--- config.mk ---
export PLATFORM = sky130hd
export DESIGN_NAME = spif_responder
export DESIGN_NICKNAME = d
export VERILOG_FILES = /design/src/rtl/spif_responder_pkg.sv /design/src/rtl/spif_pin_sync.sv /design/src/rtl/spif_responder.sv
export SDC_FILE = /design/constraint.sdc
export NUM_CORES = 1
export LEC_CHECK = 0
export CAP_MARGIN = 40
export CORE_MARGIN = 8
export CORE_UTILIZATION = 35
export DETAILED_ROUTE_END_ITERATION = 8
export HOLD_SLACK_MARGIN = 0.03
export MAX_ROUTING_LAYER = met4
export PLACE_DENSITY_LB_ADDON = 0.1
export SLEW_MARGIN = 30
export SYNTH_ARGS = -nofsm -noshare
export SYNTH_HDL_FRONTEND = slang
export SYNTH_HIERARCHICAL = 1
export SYNTH_SLANG_ARGS = --single-unit
export TNS_END_PERCENT = 10
--- constraint.sdc ---
create_clock -name clk -period 2.2 [get_ports clk]
set_input_delay 0.44 -clock clk [delete_from_list [all_inputs] [get_ports clk]]
set_output_delay 0.44 -clock clk [all_outputs]
set_load 0.1 [all_outputs]
--- src/rtl/spif_responder_pkg.sv ---
// Shared definitions for the SPI-flash responder: opcodes, FSM states and
// the helper that maps an outgoing byte onto the qdo lines.
package spif_responder_pkg;

  localparam logic [7:0] CMD_READ  = 8'h03;
  localparam logic [7:0] CMD_FREAD = 8'h0B;
  localparam logic [7:0] CMD_QREAD = 8'h6B;
  localparam logic [7:0] CMD_RDID  = 8'h9F;
  localparam logic [7:0] CMD_RDSR  = 8'h05;
  localparam logic [7:0] CMD_WREN  = 8'h06;
  localparam logic [7:0] CMD_WRDI  = 8'h04;
  localparam logic [7:0] CMD_PP    = 8'h02;

  localparam int unsigned DUMMY_BITS = 8;

  typedef enum logic [3:0] {
    StIdle,
    StCmd,
    StAddr,
    StDummy,
    StDataOut,
    StIdOut,
    StStatOut,
    StDataIn,
    StIgnore
  } state_e;

  // Top bits of b as they appear on the pins: a nibble in quad mode,
  // otherwise a single bit on qdo[1].
  function automatic logic [3:0] out_lines(input logic quad, input logic [7:0] b);
    return quad ? b[7:4] : {2'b00, b[7], 1'b0};
  endfunction

endpackage

--- src/rtl/spif_pin_sync.sv ---
// Pin conditioning for the SPI-flash responder.
//   clk, rst_n : system clock, synchronous active-low reset
//   sclk, cs_n : asynchronous SPI clock / chip select pins
//   mosi_pin   : asynchronous qdi[0]
//   cs_active  : synchronized chip select (1 = selected)
//   sck_rise   : one-cycle pulse per sclk rising edge
//   sck_fall   : one-cycle pulse per sclk falling edge
//   mosi       : synchronized MOSI, aligned with the edge pulses
module spif_pin_sync (
  input  logic clk,
  input  logic rst_n,
  input  logic sclk,
  input  logic cs_n,
  input  logic mosi_pin,
  output logic cs_active,
  output logic sck_rise,
  output logic sck_fall,
  output logic mosi
);

  logic [2:0] sck_q;
  logic [1:0] cs_q;
  logic [1:0] mosi_q;
  logic       cs_active_q, rise_q, fall_q, mosi_out_q;

  always_ff @(posedge clk) begin
    if (!rst_n) begin
      sck_q       <= '0;
      // cs syncs reset to "selected" so a cs_n held low across reset never
      // looks like a fresh falling edge.
      cs_q        <= '0;
      mosi_q      <= '0;
      cs_active_q <= 1'b1;
      rise_q      <= 1'b0;
      fall_q      <= 1'b0;
      mosi_out_q  <= 1'b0;
    end else begin
      sck_q       <= {sck_q[1:0], sclk};
      cs_q        <= {cs_q[0], cs_n};
      mosi_q      <= {mosi_q[0], mosi_pin};
      rise_q      <= sck_q[1] & ~sck_q[2];
      fall_q      <= ~sck_q[1] & sck_q[2];
      cs_active_q <= ~cs_q[1];
      mosi_out_q  <= mosi_q[1];
    end
  end

  assign cs_active = cs_active_q;
  assign sck_rise  = rise_q;
  assign sck_fall  = fall_q;
  assign mosi      = mosi_out_q;

endmodule

--- src/rtl/spif_responder.sv ---
// SPI-flash target emulator backed by a synchronous byte memory.
//   clk, rst_n        : system clock (>= 8x sclk), synchronous active-low reset
//   sclk, cs_n, qdi   : SPI mode-0 bus from the initiator (qdi[0] = MOSI)
//   qdo, oe           : data and per-line enables back to the initiator
//   mem_addr/rd/rdata : byte read port, rdata valid 1 clk after mem_rd
//   mem_wr/wdata      : byte write port
// Supports 03h/0Bh/6Bh reads, 9Fh ID, 05h status, 06h/04h WEL, 02h program.
module spif_responder #(
  parameter int unsigned AW       = 24,
  parameter logic [23:0] JEDEC_ID = 24'hEF4018
) (
  input  logic          clk,
  input  logic          rst_n,
  input  logic          sclk,
  input  logic          cs_n,
  input  logic [3:0]    qdi,
  output logic [3:0]    qdo,
  output logic [3:0]    oe,
  output logic [AW-1:0] mem_addr,
  output logic          mem_rd,
  input  logic [7:0]    mem_rdata,
  output logic          mem_wr,
  output logic [7:0]    mem_wdata
);
  import spif_responder_pkg::*;

  logic cs_active, sck_rise, sck_fall, mosi;
  logic unused_qdi;
  assign unused_qdi = ^qdi[3:1];

  spif_pin_sync u_pin_sync (
    .clk      (clk),
    .rst_n    (rst_n),
    .sclk     (sclk),
    .cs_n     (cs_n),
    .mosi_pin (qdi[0]),
    .cs_active(cs_active),
    .sck_rise (sck_rise),
    .sck_fall (sck_fall),
    .mosi     (mosi)
  );

  state_e        state_q, state_d;
  logic [4:0]    bit_cnt_q, bit_cnt_d;
  logic [23:0]   sr_q, sr_d;
  logic [7:0]    cmd_q, cmd_d;
  logic [AW-1:0] addr_q, addr_d;
  logic [7:0]    page_off_q, page_off_d;
  logic          wel_q, wel_d, wrote_q, wrote_d, quad_q, quad_d;
  logic [2:0]    out_cnt_q, out_cnt_d;
  logic [7:0]    out_sr_q, out_sr_d, nxt_q, nxt_d;
  logic [1:0]    id_idx_q, id_idx_d;
  logic          rd_pend_q, rd_pend_d, cs_prev_q, cs_prev_d;
  logic [3:0]    qdo_q, qdo_d, oe_q, oe_d;
  logic [AW-1:0] mem_addr_q, mem_addr_d;
  logic          mem_rd_q, mem_rd_d, mem_wr_q, mem_wr_d;
  logic [7:0]    mem_wdata_q, mem_wdata_d;

  logic [23:0] sr_shift;
  logic [7:0]  ld_byte;
  logic        byte_end;

  assign sr_shift = {sr_q[22:0], mosi};

  // Byte to present at the start of each output byte.
  always_comb begin
    ld_byte = nxt_q;
    if (state_q == StIdOut) begin
      case (id_idx_q)
        2'd0:    ld_byte = JEDEC_ID[23:16];
        2'd1:    ld_byte = JEDEC_ID[15:8];
        default: ld_byte = JEDEC_ID[7:0];
      endcase
    end else if (state_q == StStatOut) begin
      ld_byte = {6'b0, wel_q, 1'b0};
    end
  end

  assign byte_end = quad_q ? (out_cnt_q == 3'd1) : (out_cnt_q == 3'd7);

  always_comb begin
    state_d     = state_q;
    bit_cnt_d   = bit_cnt_q;
    sr_d        = sr_q;
    cmd_d       = cmd_q;
    addr_d      = addr_q;
    page_off_d  = page_off_q;
    wel_d       = wel_q;
    wrote_d     = wrote_q;
    quad_d      = quad_q;
    out_cnt_d   = out_cnt_q;
    out_sr_d    = out_sr_q;
    id_idx_d    = id_idx_q;
    nxt_d       = rd_pend_q ? mem_rdata : nxt_q;
    rd_pend_d   = mem_rd_q;
    cs_prev_d   = cs_active;
    qdo_d       = qdo_q;
    oe_d        = oe_q;
    mem_addr_d  = mem_addr_q;
    mem_rd_d    = 1'b0;
    mem_wr_d    = 1'b0;
    mem_wdata_d = mem_wdata_q;

    if (!cs_active) begin
      // Deselect wins over any coincident sclk edge.
      state_d = StIdle;
      oe_d    = '0;
      qdo_d   = '0;
      if (wrote_q) wel_d = 1'b0;
      wrote_d = 1'b0;
    end else begin
      unique case (state_q)
        StIdle: begin
          if (!cs_prev_q) begin
            state_d   = StCmd;
            bit_cnt_d = '0;
          end
        end
        StCmd: begin
          if (sck_rise) begin
            sr_d      = sr_shift;
            bit_cnt_d = bit_cnt_q + 5'd1;
            if (bit_cnt_q == 5'd7) begin
              bit_cnt_d = '0;
              cmd_d     = sr_shift[7:0];
              quad_d    = (sr_shift[7:0] == CMD_QREAD);
              out_cnt_d = '0;
              id_idx_d  = '0;
              case (sr_shift[7:0])
                CMD_READ, CMD_FREAD, CMD_QREAD, CMD_PP: state_d = StAddr;
                CMD_RDID: state_d = StIdOut;
                CMD_RDSR: state_d = StStatOut;
                CMD_WREN: begin wel_d = 1'b1; state_d = StIgnore; end
                CMD_WRDI: begin wel_d = 1'b0; state_d = StIgnore; end
                default:  state_d = StIgnore;
              endcase
            end
          end
        end
        StAddr: begin
          if (sck_rise) begin
            sr_d      = sr_shift;
            bit_cnt_d = bit_cnt_q + 5'd1;
            if (bit_cnt_q == 5'd23) begin
              bit_cnt_d  = '0;
              addr_d     = sr_shift[AW-1:0];
              page_off_d = sr_shift[7:0];
              if (cmd_q == CMD_PP) begin
                state_d = StDataIn;
              end else if (cmd_q == CMD_READ) begin
                state_d    = StDataOut;
                mem_rd_d   = 1'b1;
                mem_addr_d = sr_shift[AW-1:0];
              end else begin
                state_d = StDummy;
              end
            end
          end
        end
        StDummy: begin
          if (sck_rise) begin
            bit_cnt_d = bit_cnt_q + 5'd1;
            if (bit_cnt_q == 5'(DUMMY_BITS - 1)) begin
              bit_cnt_d  = '0;
              state_d    = StDataOut;
              mem_rd_d   = 1'b1;
              mem_addr_d = addr_q;
            end
          end
        end
        StDataOut, StIdOut, StStatOut: begin
          if (sck_fall) begin
            if (out_cnt_q == 3'd0) begin
              oe_d     = quad_q ? 4'hF : 4'b0010;
              qdo_d    = out_lines(quad_q, ld_byte);
              out_sr_d = quad_q ? {ld_byte[3:0], 4'h0} : {ld_byte[6:0], 1'b0};
              // Prefetch the following byte while this one shifts out.
              if (state_q == StDataOut) begin
                mem_rd_d   = 1'b1;
                mem_addr_d = mem_addr_q + AW'(1);
              end
              if (state_q == StIdOut && id_idx_q != 2'd2) id_idx_d = id_idx_q + 2'd1;
            end else begin
              qdo_d    = out_lines(quad_q, out_sr_q);
              out_sr_d = quad_q ? {out_sr_q[3:0], 4'h0} : {out_sr_q[6:0], 1'b0};
            end
            out_cnt_d = byte_end ? 3'd0 : out_cnt_q + 3'd1;
          end
        end
        StDataIn: begin
          if (sck_rise) begin
            sr_d      = sr_shift;
            bit_cnt_d = bit_cnt_q + 5'd1;
            if (bit_cnt_q == 5'd7) begin
              bit_cnt_d = '0;
              if (wel_q) begin
                mem_wr_d    = 1'b1;
                mem_wdata_d = sr_shift[7:0];
                mem_addr_d  = {addr_q[AW-1:8], page_off_q};
                page_off_d  = page_off_q + 8'd1;
                wrote_d     = 1'b1;
              end
            end
          end
        end
        StIgnore: ;
        default: state_d = StIdle;
      endcase
    end
  end

  always_ff @(posedge clk) begin
    if (!rst_n) begin
      state_q     <= StIdle;
      bit_cnt_q   <= '0;
      sr_q        <= '0;
      cmd_q       <= '0;
      addr_q      <= '0;
      page_off_q  <= '0;
      wel_q       <= 1'b0;
      wrote_q     <= 1'b0;
      quad_q      <= 1'b0;
      out_cnt_q   <= '0;
      out_sr_q    <= '0;
      id_idx_q    <= '0;
      nxt_q       <= '0;
      rd_pend_q   <= 1'b0;
      cs_prev_q   <= 1'b1;
      qdo_q       <= '0;
      oe_q        <= '0;
      mem_addr_q  <= '0;
      mem_rd_q    <= 1'b0;
      mem_wr_q    <= 1'b0;
      mem_wdata_q <= '0;
    end else begin
      state_q     <= state_d;
      bit_cnt_q   <= bit_cnt_d;
      sr_q        <= sr_d;
      cmd_q       <= cmd_d;
      addr_q      <= addr_d;
      page_off_q  <= page_off_d;
      wel_q       <= wel_d;
      wrote_q     <= wrote_d;
      quad_q      <= quad_d;
      out_cnt_q   <= out_cnt_d;
      out_sr_q    <= out_sr_d;
      id_idx_q    <= id_idx_d;
      nxt_q       <= nxt_d;
      rd_pend_q   <= rd_pend_d;
      cs_prev_q   <= cs_prev_d;
      qdo_q       <= qdo_d;
      oe_q        <= oe_d;
      mem_addr_q  <= mem_addr_d;
      mem_rd_q    <= mem_rd_d;
      mem_wr_q    <= mem_wr_d;
      mem_wdata_q <= mem_wdata_d;
    end
  end

  assign qdo       = qdo_q;
  assign oe        = oe_q;
  assign mem_addr  = mem_addr_q;
  assign mem_rd    = mem_rd_q;
  assign mem_wr    = mem_wr_q;
  assign mem_wdata = mem_wdata_q;

endmodule

## Word level (Yosys, flattened, before mapping)

Cells that the tools add are included.

| storage, ports and cells | value |
|---|---|
| input port bits | 16 |
| word-level logic and storage cells | 190 |
| register bits after elaboration | 151 |
| output and inout bits | 42 |

| cells by class | value |
|---|---|
| add/subtract/negate cells | 5 |
| equality and inequality tests | 45 |
| reductions and logical operators | 31 |
| muxes and demuxes | 75 |
| bitwise gates (word level) | 6 |

Operators with widths:

| cell | count |
|---|---|
| 2-to-1 mux 24 bit | 12 |
| one-hot mux 24 bit (4 select lines) | 1 |
| 2-to-1 mux 8 bit | 10 |
| 2-to-1 mux 4 bit | 11 |
| equality test 8 x 2 -> 1 bit, second input constant | 4 |
| one-hot mux 8 bit (2 select lines) | 2 |
| != test 2 bit, second input constant | 15 |
| 2-to-1 mux 5 bit | 5 |
| AND reduction 5 bit | 5 |
| adder 24 x 1 -> 24 bit, second input constant | 1 |
| equality test 8 x 3 -> 1 bit, second input constant | 3 |
| one-hot mux 4 bit (5 select lines) | 1 |
| 2-to-1 mux 3 bit | 6 |
| equality test 4 x 3 -> 1 bit, second input constant | 4 |
| 2-to-1 mux 1 bit | 16 |
| one-hot mux 5 bit (3 select lines) | 1 |
| AND reduction 14 bit | 1 |
| AND reduction 7 bit | 2 |
| != test 2 x 1 -> 1 bit, second input constant | 6 |
| one-hot mux 4 bit (3 select lines) | 1 |
| AND reduction 4 bit | 3 |
| 2-to-1 mux 2 bit | 5 |
| AND reduction 3 bit | 3 |
| OR reduction 3 bit | 3 |
| 33 further kinds | 41 |

## Longest topological paths before layout

| depth | value |
|---|---|
| depth in word-level cells | 6 |
| gate-level depth with buffers | 11 |
| mapped depth without buffers | 8 |

## Cells and area by module

Netlist, hierarchy kept.

By module, submodules not included:

| module | cells each | seq. area each (um2) | instances | area an instance (um2) |
|---|---|---|---|---|
| spif_responder | 865 | 2,742.6 | 1 | 6,920.4 |
| spif_pin_sync | 23 | 220.2 | 1 | 302.8 |

## Worst setup path after synthesis

OpenSTA, ideal clock, no wires.

| timing | value |
|---|---|
| path type | reg-to-reg |
| start | register mem_addr_q[6] (netlist: mem_addr[6]) |
| end | register mem_addr_q[19] (netlist: mem_addr[19]) |
| setup time | 0.071 ns |
| path buffers | 0 |
| cell stages (with the launch flop) | 7 |
| clock period less this slack | 2.746 ns |
| data arrival time | 2.676 ns |
| slack | -0.546 ns |
| required time | 2.129 ns |
| cells stage by stage | dfxtp_1 -> nand4_1 -> nor4_1 -> nand2_1 -> nor4b_1 -> o21ai_0 -> a21oi_1 |

| between the ends | value |
|---|---|
| word-level cells in the longest chain between the ends | 5 |

Ends and longest elaborated chain:

| what | RTL line | RTL |
|---|---|---|
| start: declaration | spif_responder.sv:55 | `logic [AW-1:0] mem_addr_q, mem_addr_d;` |
| start signal: assignment | spif_responder.sv:253 | `mem_addr_q <= mem_addr_d;` |
| adder 24 x 1 -> 24 bit | spif_responder.sv:180 | `mem_addr_d = mem_addr_q + AW'(1);` |
| 2-to-1 mux 24 bit | spif_responder.sv:178 | `if (state_q == StDataOut) begin` |
| 2-to-1 mux 24 bit | spif_responder.sv:173 | `if (out_cnt_q == 3'd0) begin` |
| 2-to-1 mux 24 bit | spif_responder.sv:172 | `if (sck_fall) begin` |
| one-hot mux 24 bit (4 select lines) | spif_responder.sv:112 | `unique case (state_q)` |

No other way between the ends. The select of a mux whose other input is x is not followed.
A chain may end at the register's enable or synchronous reset.

## Final worst setup path

| timing | value |
|---|---|
| start | register cmd_q[4] |
| end | register mem_addr_q[14] (netlist: mem_addr[14]) |

| between the ends | value |
|---|---|
| word-level cells in the longest chain between the ends | 3 |
| elaborated cells between the ends (all ways) | 5 |
| those cells by class | eq/ne (4); reduce/logical (1) |

Ends and longest elaborated chain:

| what | RTL line | RTL |
|---|---|---|
| start: declaration | spif_responder.sv:46 | `logic [7:0] cmd_q, cmd_d;` |
| start signal: assignment | spif_responder.sv:239 | `cmd_q <= cmd_d;` |
| equality test 8 x 2 -> 1 bit (on tied branches) | spif_responder.sv:150, spif_responder.sv:148 |  |
| != test 2 bit (no line) | n/a |  |
| AND reduction 14 bit (no line) (*) | n/a |  |

Every way passes the cells marked *; elsewhere a longest branch is shown, timed or not.

==> flow_summary.toml <==
[status]
status = "finished with violations"
violations = "negative setup slack"

[cts]
cts_buffers = 17
cts_buffer_depth = 2
clk_latency_ns = 0.43
cts.sink_count = 148
cts-hold-fix-buffers = 0
cts_tree = "built"
clk_pin_slew_ns = 0.06
htreeDepth = 4
cts_setup_buffers = 0
cts-root-buf = "clkbuf_16"

[pwr]
combPwrFrac_pct = 3.5
p_seq_share_pct = 43.9
p_int_w = 0.00482
peakVddDrop_mv = 0.494
powerDensity_nw_per_um2 = 684
switching_share_pct = 21.7
leakage_nw = 3.61
switching_power_w = 0.00133
clkPwrFrac_pct = 52.6
power_w = 0.00615

[yosys]
synth_largest_area_cell = "dfxtp_1"
synth_flop_cell = "dfxtp_1"
ys_warn_count = 6
ys_async_sr_fraction_pct = 0
synth_edf_count = 0
yosys_register_bits = 148
yosys.area.top_type_share_pct = 41.0
yosys-top-cells-count = "dfxtp_1 (148), nor2_1 (134), nand2_1 (94)"
synth_most_common_cell = "dfxtp_1"
syn_area_per_cell_um2 = 8.13
syn_area_um2 = 7220
ys_seq_area_share_pct = 41.0
yosysUniqueCellTypes = 64
yosys-top-cells-area = "dfxtp_1 (41%), mux2i_1 (9.7%), nor2_1 (7.0%)"
synth_nets = 913
syn_inst = 888

[timing]
fin_skew_ns = 0.00823
fin_setup_tns_ns = -0.606
fmax_mhz = 440
worst_slew_pin_slew_ns = 0.531
slew_headroom_pct = 64.1
timing.hold.ws_ns = 0.367
min_period_over_period_pct = 103
slew_viol_final = 0
rsz0062_at_grt = "yes"
finalCriticalPeriod_ns = 2.27
worst_slack_ns = -0.0710
finalSetupViolations = 18
finalHoldViolCount = 0

[cells_and_area]
multi_input_area_um2 = 3940
fillCellCount = 2050
drive_gt1_share_pct = 18.0
seq_area_um2 = 2990
insertedDiodeCount = 0
finalNetCount = 986
syn2layout_area_growth_pct = 24.5

[setup_path]
cp_max_fo = 23
worst_setup_path_end_kind = "register"
arrival_ns = 2.63
crit_path_cell_trace = "or4_4 > nor4b_4 > a21boi_2 > or3b_4 > buf_12 > a31o_1 > a21oi_1"
worstSetupStartpointType = "register"
max_stage_delay_ns = 0.54
path_class = "reg2reg"
slowest_stage = "or4_4"
required_ns = 2.56

[die]
die_w_um = 160
die_h_um = 160
core-area_um2 = 20200
dieArea_um2 = 25500
start_util_pct = 35.7
ioPinCount = 58
core.rowCount = 52

[place]
dp_hpwl_um = 14300
place.port_buffers = 54
dp_slack_ns = -0.0633
gp_congestion = 0.827

[global_routing]
overflow = 0
grt_max_degree = 73
grt_usage_pct = 17.1
grt_antenna_before_repair = 0
grt_pass1_wl_um = 34700
grt_pass1_vias = 6207

[drt]
firstDrtPassIters = 5
viasPerCell = 5.25
vias = 6528
drc = 0
drt-total-wl_um = 21000
drt_iter0_markers = 406
routedWlPerCell_um = 16.9
ant_nets = 0

[job]
maxCapViolations = 0

[worst_hold_path]
hold_path_class = "reg2reg"
-- registers in the layout, summed over array words and instances (netlist names), 2 cells and up --
register,cells
state_q,4
u_pin_sync/cs_q,2
addr_q,24
u_pin_sync/mosi_q,2
id_idx_q,2
nxt_q,8
mem_wdata,8
mem_addr,24
page_off_q,8
oe,2
out_cnt_q,3
bit_cnt_q,5
out_sr_q,7
qdo,4
cmd_q,8
sr_q,23
u_pin_sync/sck_q,3
-- area by class of cell --
| class | count | share of cell area (%) |
|---|---|---|
| clock buffers | 19 | 4.93 |
| clock inverters | 12 | 2.28 |
| inverters | 15 | 0.640 |
| multi-input cells | 657 | 43.8 |
| flip-flops and latches | 148 | 33.2 |
| well taps | 270 | 3.76 |
| repair buffers | 122 | 11.4 |
-- cell families (layout without fill, tap and decap cells) --
group / Yosys count / in the layout / share of synthesized area (%)
flip-flops: 148 / 148 / 41.0
AO/OA/AOI/OAI: 205 / 205 / 17.5
adder cells (fa/ha/maj): 9 / 9 / 1.56
XOR/XNOR: 11 / 11 / 1.33
buffers and inverters: 83 / 168 / 4.88
AND/OR/NAND/NOR: 362 / 362 / 24.0
multiplexers: 70 / 70 / 9.70
-- worst max-delay path: cells and delay by family, from the launching register on --
kind,cells,cell delay [ns]
buffers and inverters,1,0.17
flip-flops,1,0.32
AO/OA/AOI/OAI,3,0.44
AND/OR/NAND/NOR,3,1.27
-- what timing repair did --
item / 4_1_cts / 5_1_grt
setup endpoints to repair: 18 / 50
pin swaps: 0 / 4
gates resized for setup: 1 / 13
-- metrics by stage --
| step | cell area (um^2) | std cells | util, % |
|---|---|---|---|
| detailed placement | 8310 | 1212 | 41.1 |
| floorplan | 7250 | 888 | - |
| global route | 8990 | 1243 | 44.4 |
| finish | 8990 | 1243 | 44.4 |
| CTS | 8960 | 1243 | 44.3 |
| global placement | 8310 | 1212 | 41.1 |
-- cells in the final DEF, fill, tap and decap left out, types with 8 or more instances in the layout --
cell,netlist,routed
a31oi_1,15,15
inv_1,15,14
nand2_1,94,94
and2_1,12,12
o211ai_1,10,10
mux2i_1,70,70
o21ai_1,15,17
o31ai_1,10,10
nand3_1,31,31
buf_4,2,104
nand4_1,13,13
ha_1,9,9
and3_1,14,14
clkdlybuf4s50_1,0,12
clkbuf_16,0,17
a22oi_1,11,11
nor2_1,134,134
nor3_1,14,14
dfxtp_1,148,129
dfxtp_2,0,19
a21oi_1,70,69
o21ai_0,32,29
nand2b_1,8,8
-- metal layers --
layer / up-vias / wire (um) / global-route usage (%)
met5: - / 0 / -
met4: 0 / 318 / 4.85
met3: 20 / 966 / 3.65
met2: 162 / 9430 / 25.5
met1: 3047 / 10300 / 22.8
li1: 3299 / - / -
-- power groups by stage --
stage	Sequential (W)	Clock (W)	Combinational, W
after floorplan	0.00275	0	0.000125
after global placement	0.00276	0	0.000212
after detailed placement	0.00276	0	0.000210
after CTS	0.00270	0.00331	0.000211
after global routing	0.00270	0.00343	0.000235
final	0.00270	0.00324	0.000213
-- worst paths after layout --
check                                              startpoint                               to  slack (ns)  cells after the start
worst min-delay path            u_pin_sync/cs_q[1]$_SDFF_PN0_  u_pin_sync/cs_active$_SDFF_PN1_        0.37                      1
worst min register to register  u_pin_sync/cs_q[1]$_SDFF_PN0_  u_pin_sync/cs_active$_SDFF_PN1_        0.37                      1
worst max register to register          cmd_q[4]$_SDFFE_PN0P_        mem_addr[14]$_SDFFE_PN0P_       -0.07                      7
worst max-delay path                    cmd_q[4]$_SDFFE_PN0P_        mem_addr[14]$_SDFFE_PN0P_       -0.07                      7
Power figures use the tool's default switching activity.
